==> src/rtl/logic_unit_pipe.sv <==
`default_nettype none
// +----------------------------------------------------------------------+
// | logic_unit_pipe: pipelined bitwise/compare unit with valid/ready      |
// | Rev 1.0                                                               |
// +----------------------------------------------------------------------+
module logic_unit_pipe #(
  parameter int DATA_WIDTH = 32,
  parameter int STAGES     = 2
) (
  input  logic                  clk,
  input  logic                  rst,
  input  logic                  in_valid,
  output logic                  in_ready,
  input  logic [DATA_WIDTH-1:0] in_a,
  input  logic [DATA_WIDTH-1:0] in_b,
  input  logic [2:0]            in_op,
  input  logic                  in_signed,
  output logic                  out_valid,
  input  logic                  out_ready,
  output logic [DATA_WIDTH-1:0] out_data,
  output logic [2:0]            out_flag,
  output logic                  out_zero,
  output logic [2:0]            cmp_flag_q
);

  localparam int LAST = STAGES - 1;

  localparam logic [2:0] OP_AND  = 3'd0;
  localparam logic [2:0] OP_OR   = 3'd1;
  localparam logic [2:0] OP_XOR  = 3'd2;
  localparam logic [2:0] OP_NOT  = 3'd3;
  localparam logic [2:0] OP_NAND = 3'd4;
  localparam logic [2:0] OP_NOR  = 3'd5;
  localparam logic [2:0] OP_XNOR = 3'd6;
  localparam logic [2:0] OP_CPR  = 3'd7;

  localparam logic [2:0] FLAG_EQ = 3'b100;
  localparam logic [2:0] FLAG_GT = 3'b010;
  localparam logic [2:0] FLAG_LT = 3'b001;

  logic [STAGES-1:0]                 valid_q, valid_d;
  logic [STAGES-1:0][DATA_WIDTH-1:0] data_q, data_d;
  logic [STAGES-1:0][2:0]            flag_q, flag_d;
  logic [STAGES-1:0]                 zero_q, zero_d;
  logic [2:0]                        cmp_flag_d;

  logic [STAGES-1:0]     adv;
  logic                  accept;
  logic [DATA_WIDTH-1:0] res;
  logic [2:0]            res_flag;
  logic                  res_zero;
  logic                  a_gt_b;

  // Operation decode and compare at the input, ahead of stage 0.
  always_comb begin
    res      = '0;
    res_flag = 3'b000;
    a_gt_b   = in_signed ? ($signed(in_a) > $signed(in_b)) : (in_a > in_b);
    case (in_op)
      OP_AND:  res = in_a & in_b;
      OP_OR:   res = in_a | in_b;
      OP_XOR:  res = in_a ^ in_b;
      OP_NOT:  res = ~in_a;
      OP_NAND: res = ~(in_a & in_b);
      OP_NOR:  res = ~(in_a | in_b);
      OP_XNOR: res = ~(in_a ^ in_b);
      default: begin
        if (in_a == in_b) begin
          res_flag = FLAG_EQ;
        end else if (a_gt_b) begin
          res_flag = FLAG_GT;
        end else begin
          res_flag = FLAG_LT;
        end
      end
    endcase
    res_zero = (in_op != OP_CPR) && (res == '0);
  end

  // Stage k can move iff some stage at or after k is empty, or the consumer takes the last one.
  always_comb begin
    adv = '0;
    for (int k = 0; k < STAGES; k++) begin
      adv[k] = out_ready;
      for (int j = k; j < STAGES; j++) begin
        if (!valid_q[j]) begin
          adv[k] = 1'b1;
        end
      end
    end
  end

  assign in_ready = adv[0] && !rst;
  assign accept   = in_valid && in_ready;

  always_comb begin
    valid_d    = valid_q;
    data_d     = data_q;
    flag_d     = flag_q;
    zero_d     = zero_q;
    cmp_flag_d = cmp_flag_q;

    if (adv[0]) begin
      valid_d[0] = accept;
      if (accept) begin
        data_d[0] = res;
        flag_d[0] = res_flag;
        zero_d[0] = res_zero;
      end
    end

    for (int k = 1; k < STAGES; k++) begin
      if (adv[k]) begin
        valid_d[k] = valid_q[k-1];
        if (valid_q[k-1]) begin
          data_d[k] = data_q[k-1];
          flag_d[k] = flag_q[k-1];
          zero_d[k] = zero_q[k-1];
        end
      end
    end

    // Only compares carry a non-zero flag, so that alone marks a CPR leaving.
    if (valid_q[LAST] && out_ready && (flag_q[LAST] != 3'b000)) begin
      cmp_flag_d = flag_q[LAST];
    end
  end

  always_ff @(posedge clk) begin
    if (rst) begin
      valid_q    <= '0;
      data_q     <= '0;
      flag_q     <= '0;
      zero_q     <= '0;
      cmp_flag_q <= 3'b000;
    end else begin
      valid_q    <= valid_d;
      data_q     <= data_d;
      flag_q     <= flag_d;
      zero_q     <= zero_d;
      cmp_flag_q <= cmp_flag_d;
    end
  end

  assign out_valid = valid_q[LAST];
  assign out_data  = data_q[LAST];
  assign out_flag  = flag_q[LAST];
  assign out_zero  = zero_q[LAST];

endmodule
`default_nettype wire
==> config.mk <==
export PLATFORM = sky130hd
export DESIGN_NAME = logic_unit_pipe
export DESIGN_NICKNAME = d
export VERILOG_FILES = /design/src/rtl/logic_unit_pipe.sv
export SDC_FILE = /design/constraint.sdc
export NUM_CORES = 1
export LEC_CHECK = 0
export CAP_MARGIN = 20
export CORE_UTILIZATION = 50
export CTS_CLUSTER_DIAMETER = 50
export DETAILED_ROUTE_END_ITERATION = 10
export PLACE_DENSITY = 0.79
export SYNTH_ARGS = -nofsm -noshare
export SYNTH_HDL_FRONTEND = slang
export SYNTH_SLANG_ARGS = --single-unit
==> constraint.sdc <==
create_clock -name clk -period 2.23 [get_ports clk]
set_clock_uncertainty 0.2 [all_clocks]
set_input_delay 0.5575 -clock clk [delete_from_list [all_inputs] [get_ports clk]]
set_output_delay 0.5575 -clock clk [all_outputs]
set_load 0.01 [all_outputs]
==> results_dict.tcl <==
set metrics [dict create \
    async_reset_ff_share_pct 0 \
    path_buf_inv 2 \
    relSlewSlack_pct 32.9 \
    dp_hpwl_um 16500 \
    startpoint_type "input pin" \
    clock.fmax_mhz 382 \
    yosysWarnings 0 \
    p_per_area_nw_per_um2 456 \
    drc 0 \
    period_needed_ps 2620 \
    timing.critical_path.required_ps 2230 \
    ir_drop_mv 0.328 \
    final_core_util_pct 84.9 \
    core_area_um2 12800 \
    hold_viol_final 0 \
    vias 8241 \
    reg2reg_depth 8 \
    clk-insertion-delay-late_ps 330 \
    cts_buffers 9 \
    cp.depth 10 \
    post-route-cell-area_um2 10900 \
    drive_gt1_share_pct 44.7 \
    total_power_mw 4.97 \
    final_nets 1339 \
    mostFrequentLayoutCell "buf_4" \
    synth_seq_area_share_pct 23.1 \
    top_level_ports 113 \
    wl_met3_um 2880 \
    track_usage_pct 33.6 \
    ys_top_cells_by_area "dfxtp_1 23%, ha_1 18%, nand2_1 6.4%, a21oi_1 5.9%, buf_4 4.9%" \
    cpMaxStageDelayCell "nor4_4" \
    crit_chain "clkbuf_2 -> inv_1 -> ha_4 -> nor4_4 -> nand4_1 -> nor2_2 -> nor3_2 -> a21boi_4 -> or3b_1 -> nand3_1" \
    min_from "out_data[3]" \
    wire_per_inst_um 21.3 \
    dieArea_um2 13800 \
    finalSetupTns_ps -1250 \
    synth_edf_count 0 \
    wl_met1_um 10500 \
    top_layer_used "met4" \
    area_delta_synth_final_pct 62.9 \
    synth_area_um2 6690 \
    antenna_found_initial 0 \
    setup_viol 5 \
    die_y_um 118 \
    grt_overflow_total 0 \
    synth_flop_cell "dfxtp_1" \
    fp.dieW_um 118 \
    slew_viol_final 0 \
    ctsHoldBuffers 0 \
    synth_seq_cells 77 \
    post_synth.cell_area_avg_um2 7.64 \
    min_path_cells 2 \
    setup_ws_ps -388 \
    grt_max_degree 45 \
    cts_max_level 3 \
    drt-initial-drc-count 1120 \
    placed_area_um2 9400 \
    grt_first_pass_wirelength_um 37500 \
    crit_fanout 4 \
    drv_cap 0 \
    cts_tree "yes" \
    hold_class "flip-flop to flip-flop" \
    outcome "finished with violations" \
    cp_slowest_stage_delay_ps 360 \
    failed_checks "negative setup slack" \
    clock_path_buffers 2 \
    endpoint_kind "flip-flop" \
    num_antenna_cells 0 \
    ys_types 56 \
    rows 41 \
    yosysTopAreaCellShare_pct 23.1 \
    final_cell_mix "234 x buf_4, 111 x nand2_1, 77 x dfxtp_1" \
    p_leak_nw 4.74 \
    cp.arrival_ps 2620 \
    timing.rr.start "valid_q[1]" \
    ant_nets 0 \
    portBuffers 112 \
    drt_first_pass_iters 6 \
    viasPerCell 6.11 \
    clkTransAtPathRegs_ps 60 \
    initial_core_util_pct 52.1 \
    grt_pass1_vias 7454 \
    critical_path_class "input pin to flip-flop" \
    holdWs_ps 251 \
    syn_inst 875 \
    critical-path-top-delay-family "simple AND/OR/NAND/NOR gates" \
    synth_nets 1043 \
    numClockSinks 77 \
    gp_congestion 0.911 \
    critical_path.startpoint "in_a[3]" \
    drt_wl_total_um 28800 \
    wl_met2_um 13100 \
    finalCritPeriodShare_pct 117 \
    synth_top_area_cell "dfxtp_1" \
    worst_pin_slew_ps 995 \
    grt_setup_unrepaired "yes" \
    root_buffer "clkbuf_16" \
]
final cells by class:
type	instances	area, um^2
clock inverters	5	36.3
inverters	79	319
clock buffers	11	243
repair buffers	371	3100
multi-input cells	633	5440
well taps	172	215
fillers	658	1930
flip-flops and latches	77	1540
stage by stage:
step	instances	setup WS, ps
final	1348	-388
after global routing	1348	-482
after CTS	1328	-38.6
after detailed placement	1289	-910
after global placement	1289	-867
after floorplan	875	-6.14
cells by family (layout without fill, tap and decap cells):
| logic type | after synthesis | after routing | synth area share [%] |
|---|---|---|---|
| AND/OR/NAND/NOR | 250 | 250 | 17.1 |
| AO/OA/AOI/OAI | 227 | 227 | 21.7 |
| buffers and inverters | 165 | 466 | 12.2 |
| adder cells (fa/ha/maj) | 96 | 96 | 18.0 |
| flip-flops | 77 | 77 | 23.1 |
| XOR/XNOR | 54 | 54 | 7.07 |
| multiplexers | 6 | 6 | 0.917 |
what timing repair did:
action,in CTS,in global routing
cloned,0,1
resized for setup,281,166
setup buffers,25,21
endpoints found under the setup margin,27,5
pin swaps,73,81
routing by layer:
| layer | up-vias | track usage [%] |
|---|---|---|
| met1 | 3814 | 41.8 |
| met2 | 653 | 56.6 |
| met4 | 0 | 16.4 |
| met5 | - | 0 |
| li1 | 3557 | - |
| met3 | 217 | 4.80 |
tightest hold or removal path: stages (launching register included):
cell and delay (ps):
dfxtp_1 310, nand2_1 50, a21oi_1 50
cells in the mapped netlist (6+ instances only):
cell      count
a21oi_1      79
a221oi_1      6
a22o_1       15
a22oi_1      11
a31oi_1      12
buf_2        13
buf_4        44
clkbuf_1     22
dfxtp_1      77
ha_1         96
inv_1        78
nand2_1     114
nand2b_1     11
nand3_1      10
nand4_1       9
nor2_1       55
nor2b_1      17
nor3_1        7
nor4_1       11
o21ai_0      46
o221ai_1      9
o22ai_1       9
xnor2_1      32
xor2_1       22
final timing paths:
kind                  to  slack (ps)
min reg2reg  out_data[3]         250
max reg2reg    flag_q[0]          60
max            flag_q[0]        -390
min          out_data[3]         250
power by group:
part	internal, mW	switching (mW)
clock network	0.783	0.560
logic	1.04	1.10
registers	1.45	0.0446
registers in the layout, summed over array words and instances, names as in the netlist:
name        count
cmp_flag_q      3
data_q         32
flag_q          3
out_data       32
out_flag        3
valid_q         2
zero_q          2
Power figures use the tool's default switching activity.
==> RTL edit 1: new RTL, same flow settings <==
The parameter `DATA_WIDTH` goes from 32 to 64.
--- a/src/rtl/logic_unit_pipe.sv
+++ b/src/rtl/logic_unit_pipe.sv
@@ -6,3 +6,3 @@
 module logic_unit_pipe #(
-  parameter int DATA_WIDTH = 32,
+  parameter int DATA_WIDTH = 64,
   parameter int STAGES     = 2
Ports: changed (resized in_a, in_b and out_data); port bits go from 113 to 209. The function was not compared with the original's and may differ.
==> RTL edit 1 against the original RTL <==
The flow still finishes with violations (negative setup slack); synthesized cell count grew 78%; sequential cell count up 64; design area grew 77%; area after synthesis rose by 83%; global-route usage rose by 2.2 points; total power up 83%; wire length grew 71%; worst setup slack worse by 240 ps; critical endpoint is now flag_q[2]$_SDFFE_PP0P_.
==> RTL edit 1: results <==
group,metric,value,unit
critical_path,cp_slowest_cell,"or4_4",
critical_path,worst-path-max-fanout,3,
critical_path,reg2reg_to,"zero_q[0]$_SDFFE_PP0P_",
timing,tns,-2120,ps
timing,setup_viol,5,
min_path,holdPathEnd,"out_data[42]$_SDFFE_PP0P_",
synthesis,synth_fp_nets,1884,
synthesis,ys_types,59,
run_status,status,"finished, violations left",
global_routing,grt.total_usage,35.8,%
clock_tree,cts_buffers,17,
clock_tree,clock_latency,420,ps
detailed_routing,drt_iter0_drc,1644,
floorplanning,dieWidth,158,microns
timing,hold_slack,254,ps
synthesis,muxShareOfSynthArea,4.51,%
placed_design,postPlaceCellArea,17200,sq um
global_routing,grt_pass1_wl,69300,microns
min_path,min_from,"data_q[42]$_SDFFE_PP0P_",
synthesis,synth-compound-area-share,18.8,%
critical_path,r2r_cells,9,
synthesis,synth_xor_area_share,6.68,%
timing,setup_ws,-628,ps
global_routing,grt_pass1_vias,13600,
timing,timing.slew.headroom,45.3,%
clock_tree,ctsHtreeMaxLevel,4,
placed_design,io_buffers,208,
detailed_routing,wl,49100,microns
finish,num-nets-final,2395,
finish,n_fill_cell,1328,
placed_design,place.gp.congestion,0.958,
detailed_routing,vias_per_cell,5.92,
critical_path,max_stage_delay,520,ps
synthesis,synthAdderAreaFrac,19.7,%
power,p_leak,8.68,nW
global_routing,antenna_found_initial,1,
placed_design,dp_hpwl,32700,microns
synthesis,synth_area_leaders,"dfxtp_1 23%, ha_1 20%, nand2_1 7.0%, inv_1 5.7%, xnor2_1 5.5%",
run_status,violations,"negative setup slack",
power,vdd_ir_drop_max,0.573,mV
global_routing,grt_start_max_net_pins,76,
RTL edit 1: cell types whose count changed after synthesis, sizes merged, moves of 17 or more:
cell | unedited run | this run
a21oi | 80 | 128
buf | 64 | 120
clkbuf | 22 | 39
dfxtp | 77 | 141
ha | 96 | 192
inv | 79 | 187
mux2i | 5 | 55
nand2 | 114 | 226
o21ai | 47 | 84
o221ai | 9 | 41
xnor2 | 32 | 77
RTL edit 1: worst max path at each step:
| stage | cells past startpoint | startpoint | endpoint |
|---|---|---|---|
| floorplan | 7 | in_b[50] | flag_q[1]$_SDFFE_PP0P_ |
| global placement | 12 | in_b[4] | flag_q[1]$_SDFFE_PP0P_ |
| detailed placement | 12 | in_b[4] | flag_q[1]$_SDFFE_PP0P_ |
| CTS | 11 | in_a[39] | flag_q[2]$_SDFFE_PP0P_ |
| global route | 11 | in_a[53] | flag_q[2]$_SDFFE_PP0P_ |
| finish | 11 | in_a[53] | flag_q[2]$_SDFFE_PP0P_ |
RTL edit 1: repair_timing:
action                     4_1_cts  5_1_grt
pin swaps                       88       68
cloned                           0        2
gates resized for setup        545      160
setup buffers                   39       17
setup endpoints to repair       27        7
RTL edit 1: power groups by stage:
stage	Sequential, mW	Combinational, mW	Clock (mW)
2_1_floorplan	2.77	1.48	0
3_3_place_gp	2.79	2.88	0
3_5_place_dp	2.80	3.00	0
4_1_cts	2.74	3.28	2.68
5_1_grt	2.76	3.85	2.80
6_report	2.75	3.69	2.67
RTL edit 1: routing by layer:
layer,track usage [%],vias up,wire [microns]
li1,-,6184,-
met1,42.4,6605,18200
met2,60.2,1060,22500
met3,6.43,352,4740
met4,20.9,2,3600
met5,0,-,13
RTL edit 1: cells by family (layout without fill, tap and decap cells):
| group | after synthesis | in the layout |
|---|---|---|
| AO/OA/AOI/OAI | 361 | 361 |
| flip-flops | 141 | 141 |
| multiplexers | 55 | 55 |
| other | 0 | 1 |
| XOR/XNOR | 93 | 93 |
| adder cells (fa/ha/maj) | 192 | 192 |
| AND/OR/NAND/NOR | 368 | 368 |
| buffers and inverters | 346 | 870 |
RTL edit 1: final cells by class:
cell class | count | area share [%]
multi-input combinational | 1069 | 48.1
antenna | 1 | 0.0130
timing repair buffer | 651 | 28.3
clock inverter | 14 | 0.651
clock buffer | 18 | 2.28
tap | 319 | 2.08
inverter | 187 | 3.90
sequential | 141 | 14.7
RTL edit 1: through the flow:
stage	setup WS (ps)	std cells	util, %
2_1_floorplan	-353	1556	-
6_report	-628	2400	81.2
3_5_place_dp	-1340	2310	72.6
4_1_cts	-369	2380	79.1
3_3_place_gp	-1290	2310	72.6
5_1_grt	-611	2399	81.2
==> RTL edit 2: new RTL, same flow settings <==
Without the edit above. Put one more register stage on the output `cmp_flag_q`, cleared by the reset. The value now appears one clock later. The other outputs are not delayed to match.
--- a/src/rtl/logic_unit_pipe.sv
+++ b/src/rtl/logic_unit_pipe.sv
@@ -39,2 +39,4 @@
   localparam logic [2:0] FLAG_LT = 3'b001;
+
+  logic [2:0] cmp_flag_q_s0;
 
@@ -100,3 +102,3 @@
     zero_d     = zero_q;
-    cmp_flag_d = cmp_flag_q;
+    cmp_flag_d = cmp_flag_q_s0;
 
@@ -134,3 +136,3 @@
       zero_q     <= '0;
-      cmp_flag_q <= 3'b000;
+      cmp_flag_q_s0 <= 3'b000;
     end else begin
@@ -140,3 +142,3 @@
       zero_q     <= zero_d;
-      cmp_flag_q <= cmp_flag_d;
+      cmp_flag_q_s0 <= cmp_flag_d;
     end
@@ -149,2 +151,10 @@
 
+  always_ff @(posedge clk) begin
+    if (rst) begin
+      cmp_flag_q <= '0;
+    end else begin
+      cmp_flag_q <= cmp_flag_q_s0;
+    end
+  end
+
 endmodule
Function: changed (a bounded check fails within 4 cycles, from zero or initial values and one cycle with rst high).
==> RTL edit 2 against the original RTL <==
The run still ends with negative setup slack left; worst setup slack got worse by 530 ps; area after synthesis shrank 0.79%; utilization decreased by 2.2 points; global-route usage shrank 0.21 points; die area shrank 0.77%; synthesized cell count fell by 5.4%; sequential cell count increased by 3; wire length up 2.0%; design area down 3.0%; total power rose by 3.4%; clock power up 15%; critical endpoint is now zero_q[0]$_SDFFE_PP0P_; largest power group unchanged; highest routed layer unchanged.
==> RTL edit 2: results <==
group,metric,value,unit
critical_path,cp-endpoint,"zero_q[0]$_SDFFE_PP0P_",
clock_tree,cts_resized,258,
global_routing,grt_use_met2,57.9,%
critical_path,ff2ff_setup_slack,120,ps
timing,setup_ws,-916,ps
detailed_routing,wl_met3,3180,microns
timing,setup_viol,7,
finish,area_share_nonclk_buffers,28.2,%
placed_design,dpl.cell_count,1229,
finish,final_cells,1294,
critical_path,critPathTopFamily,"compound AO/OA/AOI/OAI gates",
detailed_routing,met2_length,13200,microns
run_status,violations,"negative setup slack",
critical_path,cp_slowest_cell,"o41ai_2",
synthesis,ys_types,72,
run_status,status,"finished, violations left",
clock_tree,post_cts.repair.setup_buffers,21,
global_routing,grt_start_max_net_pins,46,
detailed_routing,wl,29300,microns
finish,regArea,1600,sq um
synthesis,synth.ff_latch_count,80,
power,combPwrFrac,39.9,%
global_routing,gr-usage-met3,5.30,%
timing,tns,-1800,ps
global_routing,grt_pass1_vias,7214,
==> RTL edit 2: kinds of logic (layout without fill, tap and decap cells) <==
| kind of cell | count (synthesis) | count (layout) | synth area share [%] |
|---|---|---|---|
| mux | 13 | 13 | 1.96 |
| buf+inv | 155 | 449 | 12.6 |
| simple gates | 220 | 220 | 15.4 |
| xor+xnor | 55 | 55 | 7.49 |
| fa+ha+maj | 96 | 96 | 18.1 |
| compound gates | 209 | 209 | 20.3 |
| flops | 80 | 80 | 24.1 |
==> RTL edit 2: metrics by stage <==
stage	cell area [sq um]	hold WS [ps]	utilization, %	setup WS, ps	power, mW
3_5_place_dp	9200	242	72.1	-950	3.08
5_1_grt	10600	268	82.7	-842	5.27
4_1_cts	10000	254	78.6	-108	4.74
6_report	10600	250	82.7	-916	5.14
3_3_place_gp	9200	234	72.1	-849	3.04
2_1_floorplan	6880	225	-	-20.1	2.35
